<file path="config.mk">
export PLATFORM = sky130hd
export DESIGN_NAME = aes_byte_host
export DESIGN_NICKNAME = d
export VERILOG_FILES = /design/src/rtl/aes_byte_host.sv
export SDC_FILE = /design/constraint.sdc
export NUM_CORES = 1
export LEC_CHECK = 0
export ABC_AREA = 1
export CORE_MARGIN = 4
export CORE_UTILIZATION = 45
export CTS_BUF_LIST = sky130_fd_sc_hd__clkbuf_4 sky130_fd_sc_hd__clkbuf_8
export DETAILED_ROUTE_END_ITERATION = 10
export DONT_BUFFER_PORTS = 1
export HOLD_SLACK_MARGIN = 0.06
export SLEW_MARGIN = 20
export SYNTH_ARGS = -nofsm -noshare
export SYNTH_HDL_FRONTEND = slang
export SYNTH_SLANG_ARGS = --single-unit
</file>
<file path="constraint.sdc">
create_clock -name clk -period 1.7 [get_ports clk]
set_input_delay 0.34 -clock clk [delete_from_list [all_inputs] [get_ports clk]]
set_output_delay 0.34 -clock clk [all_outputs]
set_load 0.01 [all_outputs]
</file>
<file path="src/rtl/aes_byte_host.sv">
`default_nettype none
// +----------------------------------------------------------------------------+
// | aes_byte_host                                                              |
// | Host initiator: serialises plaintext/key onto the AES engine byte bus,     |
// | issues start, and gathers the 16-byte ciphertext burst into a response.    |
// | Rev 1.0                                                                    |
// +----------------------------------------------------------------------------+
module aes_byte_host #(
    parameter int TIMEOUT_CYCLES = 1024
) (
    input  logic         clk,
    input  logic         rst_,
    input  logic         req_valid,
    output logic         req_ready,
    input  logic [127:0] req_pt,
    input  logic [127:0] req_key,
    input  logic         req_load_key,
    output logic         resp_valid,
    input  logic         resp_ready,
    output logic [127:0] resp_ct,
    output logic         resp_err,
    output logic [1:0]   eng_cmd,
    output logic [7:0]   eng_din,
    input  logic         eng_ready,
    input  logic [7:0]   eng_dout,
    input  logic         eng_dok
);
    localparam int            TW        = $clog2(TIMEOUT_CYCLES + 1);
    localparam logic [TW-1:0] C_TIMEOUT = TW'(TIMEOUT_CYCLES);
    localparam logic [1:0]    C_CMD_ID  = 2'b00;
    localparam logic [1:0]    C_CMD_SP  = 2'b01;
    localparam logic [1:0]    C_CMD_SK  = 2'b10;
    localparam logic [1:0]    C_CMD_ST  = 2'b11;

    typedef enum logic [2:0] {
        S_IDLE     = 3'd0,
        S_WAIT_RDY = 3'd1,
        S_SEND_PT  = 3'd2,
        S_SEND_KEY = 3'd3,
        S_START    = 3'd4,
        S_RECV     = 3'd5,
        S_DONE     = 3'd6
    } state_t;

    state_t        r_state, w_state;
    logic [127:0]  r_pt, w_pt;
    logic [127:0]  r_key, w_key;
    logic [127:0]  r_ct, w_ct;
    logic          r_load_key, w_load_key;
    logic [3:0]    r_bcnt, w_bcnt;
    logic [TW-1:0] r_tcnt, w_tcnt;
    logic [TW-1:0] w_tcnt_inc;
    logic [1:0]    r_cmd, w_cmd;
    logic [7:0]    r_din, w_din;
    logic          r_req_ready, w_req_ready;
    logic          r_resp_valid, w_resp_valid;
    logic          r_resp_err, w_resp_err;

    always_ff @(posedge clk) begin
        if (rst_) begin
            r_state      <= S_IDLE;
            r_pt         <= '0;
            r_key        <= '0;
            r_ct         <= '0;
            r_load_key   <= 1'b0;
            r_bcnt       <= '0;
            r_tcnt       <= '0;
            r_cmd        <= C_CMD_ID;
            r_din        <= 8'h00;
            r_req_ready  <= 1'b1;
            r_resp_valid <= 1'b0;
            r_resp_err   <= 1'b0;
        end else begin
            r_state      <= w_state;
            r_pt         <= w_pt;
            r_key        <= w_key;
            r_ct         <= w_ct;
            r_load_key   <= w_load_key;
            r_bcnt       <= w_bcnt;
            r_tcnt       <= w_tcnt;
            r_cmd        <= w_cmd;
            r_din        <= w_din;
            r_req_ready  <= w_req_ready;
            r_resp_valid <= w_resp_valid;
            r_resp_err   <= w_resp_err;
        end
    end

    assign w_tcnt_inc = r_tcnt + TW'(1);

    // r_pt/r_key are shift registers: the byte to present next is always in [127:120].
    always_comb begin
        w_state      = r_state;
        w_pt         = r_pt;
        w_key        = r_key;
        w_ct         = r_ct;
        w_load_key   = r_load_key;
        w_bcnt       = r_bcnt;
        w_tcnt       = r_tcnt;
        w_cmd        = r_cmd;
        w_din        = r_din;
        w_req_ready  = r_req_ready;
        w_resp_valid = r_resp_valid;
        w_resp_err   = r_resp_err;
        case (r_state)
            S_IDLE: begin
                if (req_valid) begin
                    w_pt        = req_pt;
                    w_key       = req_key;
                    w_load_key  = req_load_key;
                    w_ct        = '0;
                    w_resp_err  = 1'b0;
                    w_req_ready = 1'b0;
                    w_state     = S_WAIT_RDY;
                end
            end
            S_WAIT_RDY: begin
                if (eng_ready) begin
                    w_cmd   = C_CMD_SP;
                    w_din   = r_pt[127:120];
                    w_pt    = {r_pt[119:0], 8'h00};
                    w_bcnt  = 4'd0;
                    w_state = S_SEND_PT;
                end
            end
            S_SEND_PT: begin
                if (r_bcnt == 4'd15) begin
                    w_bcnt = 4'd0;
                    if (r_load_key) begin
                        w_cmd   = C_CMD_SK;
                        w_din   = r_key[127:120];
                        w_key   = {r_key[119:0], 8'h00};
                        w_state = S_SEND_KEY;
                    end else begin
                        w_cmd   = C_CMD_ST;
                        w_din   = 8'h00;
                        w_tcnt  = '0;
                        w_state = S_START;
                    end
                end else begin
                    w_din  = r_pt[127:120];
                    w_pt   = {r_pt[119:0], 8'h00};
                    w_bcnt = r_bcnt + 4'd1;
                end
            end
            S_SEND_KEY: begin
                if (r_bcnt == 4'd15) begin
                    w_bcnt  = 4'd0;
                    w_cmd   = C_CMD_ST;
                    w_din   = 8'h00;
                    w_tcnt  = '0;
                    w_state = S_START;
                end else begin
                    w_din  = r_key[127:120];
                    w_key  = {r_key[119:0], 8'h00};
                    w_bcnt = r_bcnt + 4'd1;
                end
            end
            S_START: begin
                if (eng_dok) begin
                    w_ct    = {r_ct[119:0], eng_dout};
                    w_cmd   = C_CMD_ID;
                    w_bcnt  = 4'd1;
                    w_state = S_RECV;
                end else if (w_tcnt_inc == C_TIMEOUT) begin
                    w_tcnt       = w_tcnt_inc;
                    w_cmd        = C_CMD_ID;
                    w_ct         = '0;
                    w_resp_err   = 1'b1;
                    w_resp_valid = 1'b1;
                    w_state      = S_DONE;
                end else begin
                    w_tcnt = w_tcnt_inc;
                end
            end
            S_RECV: begin
                if (eng_dok) begin
                    w_ct = {r_ct[119:0], eng_dout};
                    if (r_bcnt == 4'd15) begin
                        w_resp_err   = 1'b0;
                        w_resp_valid = 1'b1;
                        w_state      = S_DONE;
                    end else begin
                        w_bcnt = r_bcnt + 4'd1;
                    end
                end else begin
                    // Burst ended early: report error, keep the partial ciphertext.
                    w_resp_err   = 1'b1;
                    w_resp_valid = 1'b1;
                    w_state      = S_DONE;
                end
            end
            S_DONE: begin
                if (resp_ready) begin
                    w_resp_valid = 1'b0;
                    w_req_ready  = 1'b1;
                    w_bcnt       = 4'd0;
                    w_tcnt       = '0;
                    w_state      = S_IDLE;
                end
            end
            default: begin
                w_state = S_IDLE;
            end
        endcase
    end

    assign req_ready  = r_req_ready;
    assign resp_valid = r_resp_valid;
    assign resp_ct    = r_ct;
    assign resp_err   = r_resp_err;
    assign eng_cmd    = r_cmd;
    assign eng_din    = r_din;

endmodule
`default_nettype wire

</file>
==> flow_summary.json, run 1 <==
{
  "die_h_um": 217.9,
  "grt_max_degree": 76,
  "syn_inst": 2938,
  "synthAdderAreaFrac_pct": 0.1262,
  "dp_hpwl_um": 39510,
  "synth.distinct_cells": 35,
  "synthTopCellsByArea": "dfxtp_1 42%, o21ai_0 8.9%, nand2_1 8.4%",
  "clock_skew_ns": 0.04727,
  "start_util_pct": 45.73,
  "drive_above_1_share_pct": 21.06,
  "slew_viol_final": 0,
  "synth-simple-area-share_pct": 21.99,
  "core_mm2": 0.04336,
  "timing.final.ws_setup_ns": -0.3770,
  "synth-main-ff-cell": "dfxtp_1",
  "clock_latency_ns": 0.68,
  "required_ns": 2.24,
  "setup.worst_path.start_class": "register",
  "cts_tree": "done",
  "setup_viol": 395,
  "fp.dieW_um": 217.9,
  "final-hold-violation-count": 0,
  "crit_fanout": 8,
  "fin_crit_sh_pct": 122.2,
  "rsz0062_at_grt": "true",
  "drv_cap": 0,
  "worst_slew_pin_slew_ns": 1.265,
  "die-area_mm2": 0.04748,
  "crit_chain": "ha_4 -> nand2_8 -> o21ai_2 -> nand2_1 -> nor2_1 -> nand2_1 -> nor2_4 -> nand2_8 -> buf_12 -> nand2_8 -> buf_12 -> nand3_1 -> nand2_1 -> nor2_1",
  "slowest_stage": "dfxtp_4",
  "htree_levels": 3,
  "gp_congestion": 0.8456,
  "clock-sinks": 416,
  "portBuffers": 0,
  "status": "finished with violations",
  "via_per_inst": 5.573,
  "first_pass_iters": 5,
  "pwr_density_cell_mw_per_mm2": 2290,
  "synth.avg_cell_area_um2": 6.749,
  "antenna_found_initial": 10,
  "cts_root_buf": "clkbuf_8",
  "critical_path_class": "register to register",
  "ios": 412,
  "synth_top_cell_area_share_pct": 42.00,
  "synthArstFlopShare_pct": 0,
  "violations": "negative setup slack",
  "clk_pin_slew_ns": 0.06,
  "grt_pass1_vias": 19594,
  "cpPeakStageDelay_ns": 0.37,
  "vdd_drop_max_mv": 1.387,
  "synth_top_cell_by_area": "dfxtp_1",
  "tns_ns": -73.19,
  "fin_crit_ns": 2.077,
  "wl_per_cell_um": 18.74,
  "hold_class": "input port to register",
  "fin_nets": 3625,
  "grt_pass1_wl_um": 99760,
  "synth_top_family_by_area": "simple AND/OR/NAND/NOR gates",
  "synthMuxAreaShare_pct": 0,
  "relSlewSlack_pct": 15.37,
  "timing.fmax_mhz": 481.5,
  "synth_seq_cells": 416,
  "finalWirelength_um": 74910,
  "cts_inserted_buffers": 75,
  "synthXorXnorAreaFrac_pct": 0.04417,
  "cp_data_arrival_time_ns": 2.62,
  "yosys-top-cells-count": "442 x nand2_1, 416 x dfxtp_1, 406 x inv_1",
  "grt_overflow": 0,
  "route.detailed.drc": 0,
  "cts_buffer_depth": 3,
  "postRouteAntennaNets": 0,
  "vias": 22281,
  "synth_edf_count": 0,
  "ys.warnings.count": 0,
  "synth.most_common_cell": "nand2_1",
  "leakage_nw": 12.13,
  "num_rows": 76,
  "drt_iter0_drc": 2038,
  "synth_area_mm2": 0.01983,
  "synth_compound_area_share_pct": 21.69,
  "synth_seq_area_share_pct": 42.00,
  "end_kind": "register",
  "finalPower_mw": 67.48,
  "syn_to_final_growth_pct": 48.61,
  "synth_nets": 3211,
  "track_usage_pct": 25.23
}
[power by group]
group | internal (mW) | switching, mW
logic | 18.1 | 21.1
clock network | 5.83 | 4.41
registers | 14.3 | 3.75
total | 38.2 | 29.3
[timing repair]
action                                  4_1_cts  5_1_grt
endpoints found under the setup margin      407      408
endpoints found under the hold margin       283        0
resized for setup                            65      397
hold buffers                                276        0
cloned                                        5       68
pin swaps                                     7       69
setup buffers                                10       56
[layout make-up]
class	instances	area, um2
timing repair inverter	2	10.01
fill	3289	13890
antenna	9	22.52
multi-input combinational	1871	10210
tap	585	732.0
clock buffer	121	1490
clock inverter	8	105.1
timing repair buffer	573	6944
sequential	416	8359
inverter	413	1589
[final timing paths]
kind / start / end / slack [ns] / depth (start not counted)
max: r_tcnt[0] / resp_ct[36] / -0.38 / 14
min reg2reg: r_key[107] / r_key[107] / 0.44 / 2
max reg2reg: r_tcnt[0] / resp_ct[36] / -0.38 / 14
min: rst_ / resp_ct[96] / 0.11 / 4
[kinds of logic after synthesis]
group | after synthesis
AOI/OAI and AO/OA | 817
xor gates and xnor gates | 1
adders and majority gates | 2
buffers and inverters | 656
DFF | 416
and+or+nand+nor | 1046
[metal layers]
| metal | vias up | GRT usage, % | part of all wire (%) |
|---|---|---|---|
| met2 | 1112 | 42.96 | 48 |
| met1 | 10450 | 30.02 | 39 |
| met5 | - | 0 | 0.016 |
| met4 | 2 | 10.22 | 4.4 |
| met3 | 274 | 7.134 | 8.4 |
| li1 | 10443 | - | - |
[registers in the layout, indices dropped and copies added, names as in the netlist]
register,count
r_pt,128
r_tcnt,11
r_key,128
resp_ct,128
r_bcnt,4
resp_valid,1
r_state,3
req_ready,1
resp_err,1
r_load_key,1
eng_cmd,2
eng_din,8
[through the flow]
stage | setup WS [ns] | std cells | area (um2) | hold slack [ns] | util [%]
after detailed placement | -0.3859 | 3450 | 21370 | 0.4312 | 49.28
final | -0.3770 | 3998 | 29470 | 0.1064 | 67.96
after global placement | -0.3539 | 3450 | 21370 | 0.4241 | 49.28
after CTS | -0.2275 | 3870 | 26130 | 0.06617 | 60.25
after floorplan | -0.03447 | 2938 | 19970 | 0.4245 | -
after global routing | -0.4997 | 3997 | 29460 | 0.09850 | 67.95
[critical path: cells and delay by family (launching register included)]
kind,cells,cell delay (ns)
AO/OA/AOI/OAI,1,0.11
adder cells (fa/ha/maj),1,0.18
buffers and inverters,2,0.30
flip-flops,1,0.37
AND/OR/NAND/NOR,10,1.01
[layout by cell type (no fill, tap or decap), types with 4 or more instances in the layout]
cell type      netlist  layout
nand2_4              1       8
clkbuf_16            0      43
inv_4                0       4
buf_8                0      23
buf_16               0       7
dfxtp_4              0       7
a21oi_1            301     246
nor2_2               2       8
o21ai_1             23      44
buf_12               0      58
clkinv_2             0       5
buf_6               22      44
nand3_4              0       6
a31oi_4              0       7
nor2_4               3      10
o21ai_2              0      29
a21oi_2              2      47
a21oi_4              0      10
nand3_2              0      79
clkbuf_8             0      93
nor3_1              14      11
nand2_1            442     415
nor2_1             298     285
buf_4               17     124
dfxtp_2              0       4
clkbuf_4             0      28
inv_2                5       4
diode_2              0       9
a31oi_1            120     112
nand2_2              2      19
inv_1              406     399
o21ai_0            353     291
dfxtp_1            416     405
dlygate4sd3_1        0     274
o21ai_4              0      12
a211oi_2             0       8
nand2_8              0       8
nand3_1            276     191
No activity file was read; power rests on OpenSTA's default activity.
==> inputs of run 2 (changes only) <==
--- a/config.mk
+++ b/config.mk
@@ -12,6 +12,8 @@
 export DETAILED_ROUTE_END_ITERATION = 10
 export DONT_BUFFER_PORTS = 1
 export HOLD_SLACK_MARGIN = 0.06
+export REMOVE_ABC_BUFFERS = 1
+export SETUP_SLACK_MARGIN = 0.02
 export SLEW_MARGIN = 20
 export SYNTH_ARGS = -nofsm -noshare
 export SYNTH_HDL_FRONTEND = slang
==> flow_summary.json, run 2 (synthesis results as in run 1) <==
{
  "drive_above_1_share_pct": 20.92,
  "final_util_pct": 68.66,
  "rsz0062_at_grt": "true",
  "postRouteAntennaNets": 0,
  "p_switching_mw": 30.59,
  "met3WireLength_um": 7588,
  "via_per_inst": 5.617,
  "hold_class": "input port to register",
  "pre_cts_ws_ns": -0.3317,
  "grt_pass1_wl_um": 101300,
  "antenna_found_initial": 6,
  "fp.dieW_um": 217.9,
  "timing.fmax_mhz": 491.6,
  "final-hold-violation-count": 0,
  "start_util_pct": 45.73,
  "drv_cap": 0,
  "grt_overflow": 0,
  "clock_skew_ns": 0.05647,
  "clk_pin_slew_ns": 0.07,
  "first_pass_iters": 7,
  "pwr_density_cell_mw_per_mm2": 2338,
  "switching_share_pct": 43.96,
  "multi_input_area_mm2": 0.01053,
  "dp_hpwl_um": 37120,
  "grt_pass1_vias": 19664,
  "setup_viol": 410,
  "fin_nets": 3587,
  "required_ns": 2.28,
  "slew_viol_final": 0,
  "end_kind": "register",
  "htree_levels": 3,
  "cp_data_arrival_time_ns": 2.61,
  "clock-sinks": 416,
  "vdd_drop_max_mv": 1.573,
  "cts_inserted_buffers": 74,
  "gp_congestion": 0.8601,
  "final_cell_mix": "415 x nand2_1, 405 x dfxtp_1, 398 x inv_1",
  "p_clk_share_pct": 13.8,
  "die_h_um": 217.9,
  "num_rows": 76,
  "leakage_nw": 12.08,
  "relSlewSlack_pct": 37.75,
  "seq_area_mm2": 0.008354,
  "met2WireLength_um": 35530,
  "violations": "negative setup slack",
  "vias": 22204,
  "fillers": 3249,
  "power_frac_seq_pct": 26.2,
  "setup.worst_path.start_class": "register",
  "top_layer_used": "met4",
  "route.detailed.drc": 0,
  "clock_latency_ns": 0.69,
  "critical_path_class": "register to register",
  "timing.final.ws_setup_ns": -0.3342,
  "ios": 412,
  "drt_iter0_drc": 2387,
  "cts_tree": "done",
  "syn_to_final_growth_pct": 50.15,
  "crit_fanout": 25,
  "wl_per_cell_um": 19.22,
  "track_usage_pct": 25.59,
  "finalWirelength_um": 75970,
  "final_common_cell": "nand2_1",
  "fin_crit_ns": 2.034,
  "p_int_mw": 39.00,
  "portBuffers": 0,
  "status": "finished with violations",
  "core_mm2": 0.04336,
  "power_frac_comb_pct": 60.0,
  "die-area_mm2": 0.04748,
  "fin_crit_sh_pct": 119.7,
  "grt_max_degree": 67,
  "cts_buffer_depth": 3,
  "m1WireLength_um": 29110,
  "cts_root_buf": "clkbuf_8",
  "worst_slew_pin_slew_ns": 0.9306
}
==> run 2: timing repair <==
item                                    in CTS  in global routing
hold buffers                               272                  0
pin swaps                                   15                 36
hold endpoints to repair                   282                  0
endpoints found under the setup margin     414                411
resized for setup                          142                421
setup buffers                               19                 30
gates cloned                                19                 49
==> run 2: per-layer routing <==
layer	track usage, %	vias to the layer above
met3	8.750	363
li1	-	10346
met4	9.395	0
met2	41.41	1286
met1	31.70	10209
met5	0	-
==> run 2: worst paths after layout <==
check          startpoint         end  slack, ns  cells after the start
min          req_key[125]  r_key[125]       0.05                      4
min reg2reg     r_key[52]   r_key[52]       0.44                      2
max reg2reg    r_state[1]   r_key[24]      -0.33                     10
max            r_state[1]   r_key[24]      -0.33                     10
==> run 2: worst max-delay path: stages (launching register included) <==
cell     delay (ns)
dfxtp_4        0.40
inv_4          0.05
nor2_4         0.20
buf_6          0.13
buf_6          0.10
inv_6          0.06
buf_12         0.15
buf_12         0.16
o21ai_0        0.40
o21ai_2        0.13
a21oi_1        0.16
==> run 2: area by class of cell <==
type | count | area share (%)
diodes | 7 | 0.05884
clock buffers | 115 | 4.644
clock inverters | 8 | 0.2774
inverters | 413 | 5.354
multi-input cells | 1866 | 35.35
flip-flops and latches | 416 | 28.06
well taps | 585 | 2.459
repair buffers | 542 | 23.77
repair inverters | 1 | 0.01681
==> run 2: through the flow <==
stage / instance area [um2] / hold slack [ns] / setup TNS [ns] / power [mW] / std cells
floorplan: 18570 / 0.4091 / -2081.92 / 24.28 / 2695
global placement: 21350 / 0.4228 / -75.73 / 42.59 / 3443
detailed placement: 21350 / 0.4237 / -87.58 / 43.35 / 3443
CTS: 26660 / 0.06575 / -39.43 / 57.45 / 3874
global route: 29770 / 0.06184 / -108.52 / 73.66 / 3952
finish: 29770 / 0.04877 / -65.29 / 69.59 / 3953
==> run 2: power groups by stage <==
stage                     sequential, mW  combinational (mW)  clock [mW]
final                               18.2                41.7        9.61
after global routing                18.6                44.9        10.2
after CTS                           17.7                30.1        9.68
after detailed placement            17.8                25.5           0
after global placement              17.7                24.9           0
after floorplan                     14.5                9.80           0
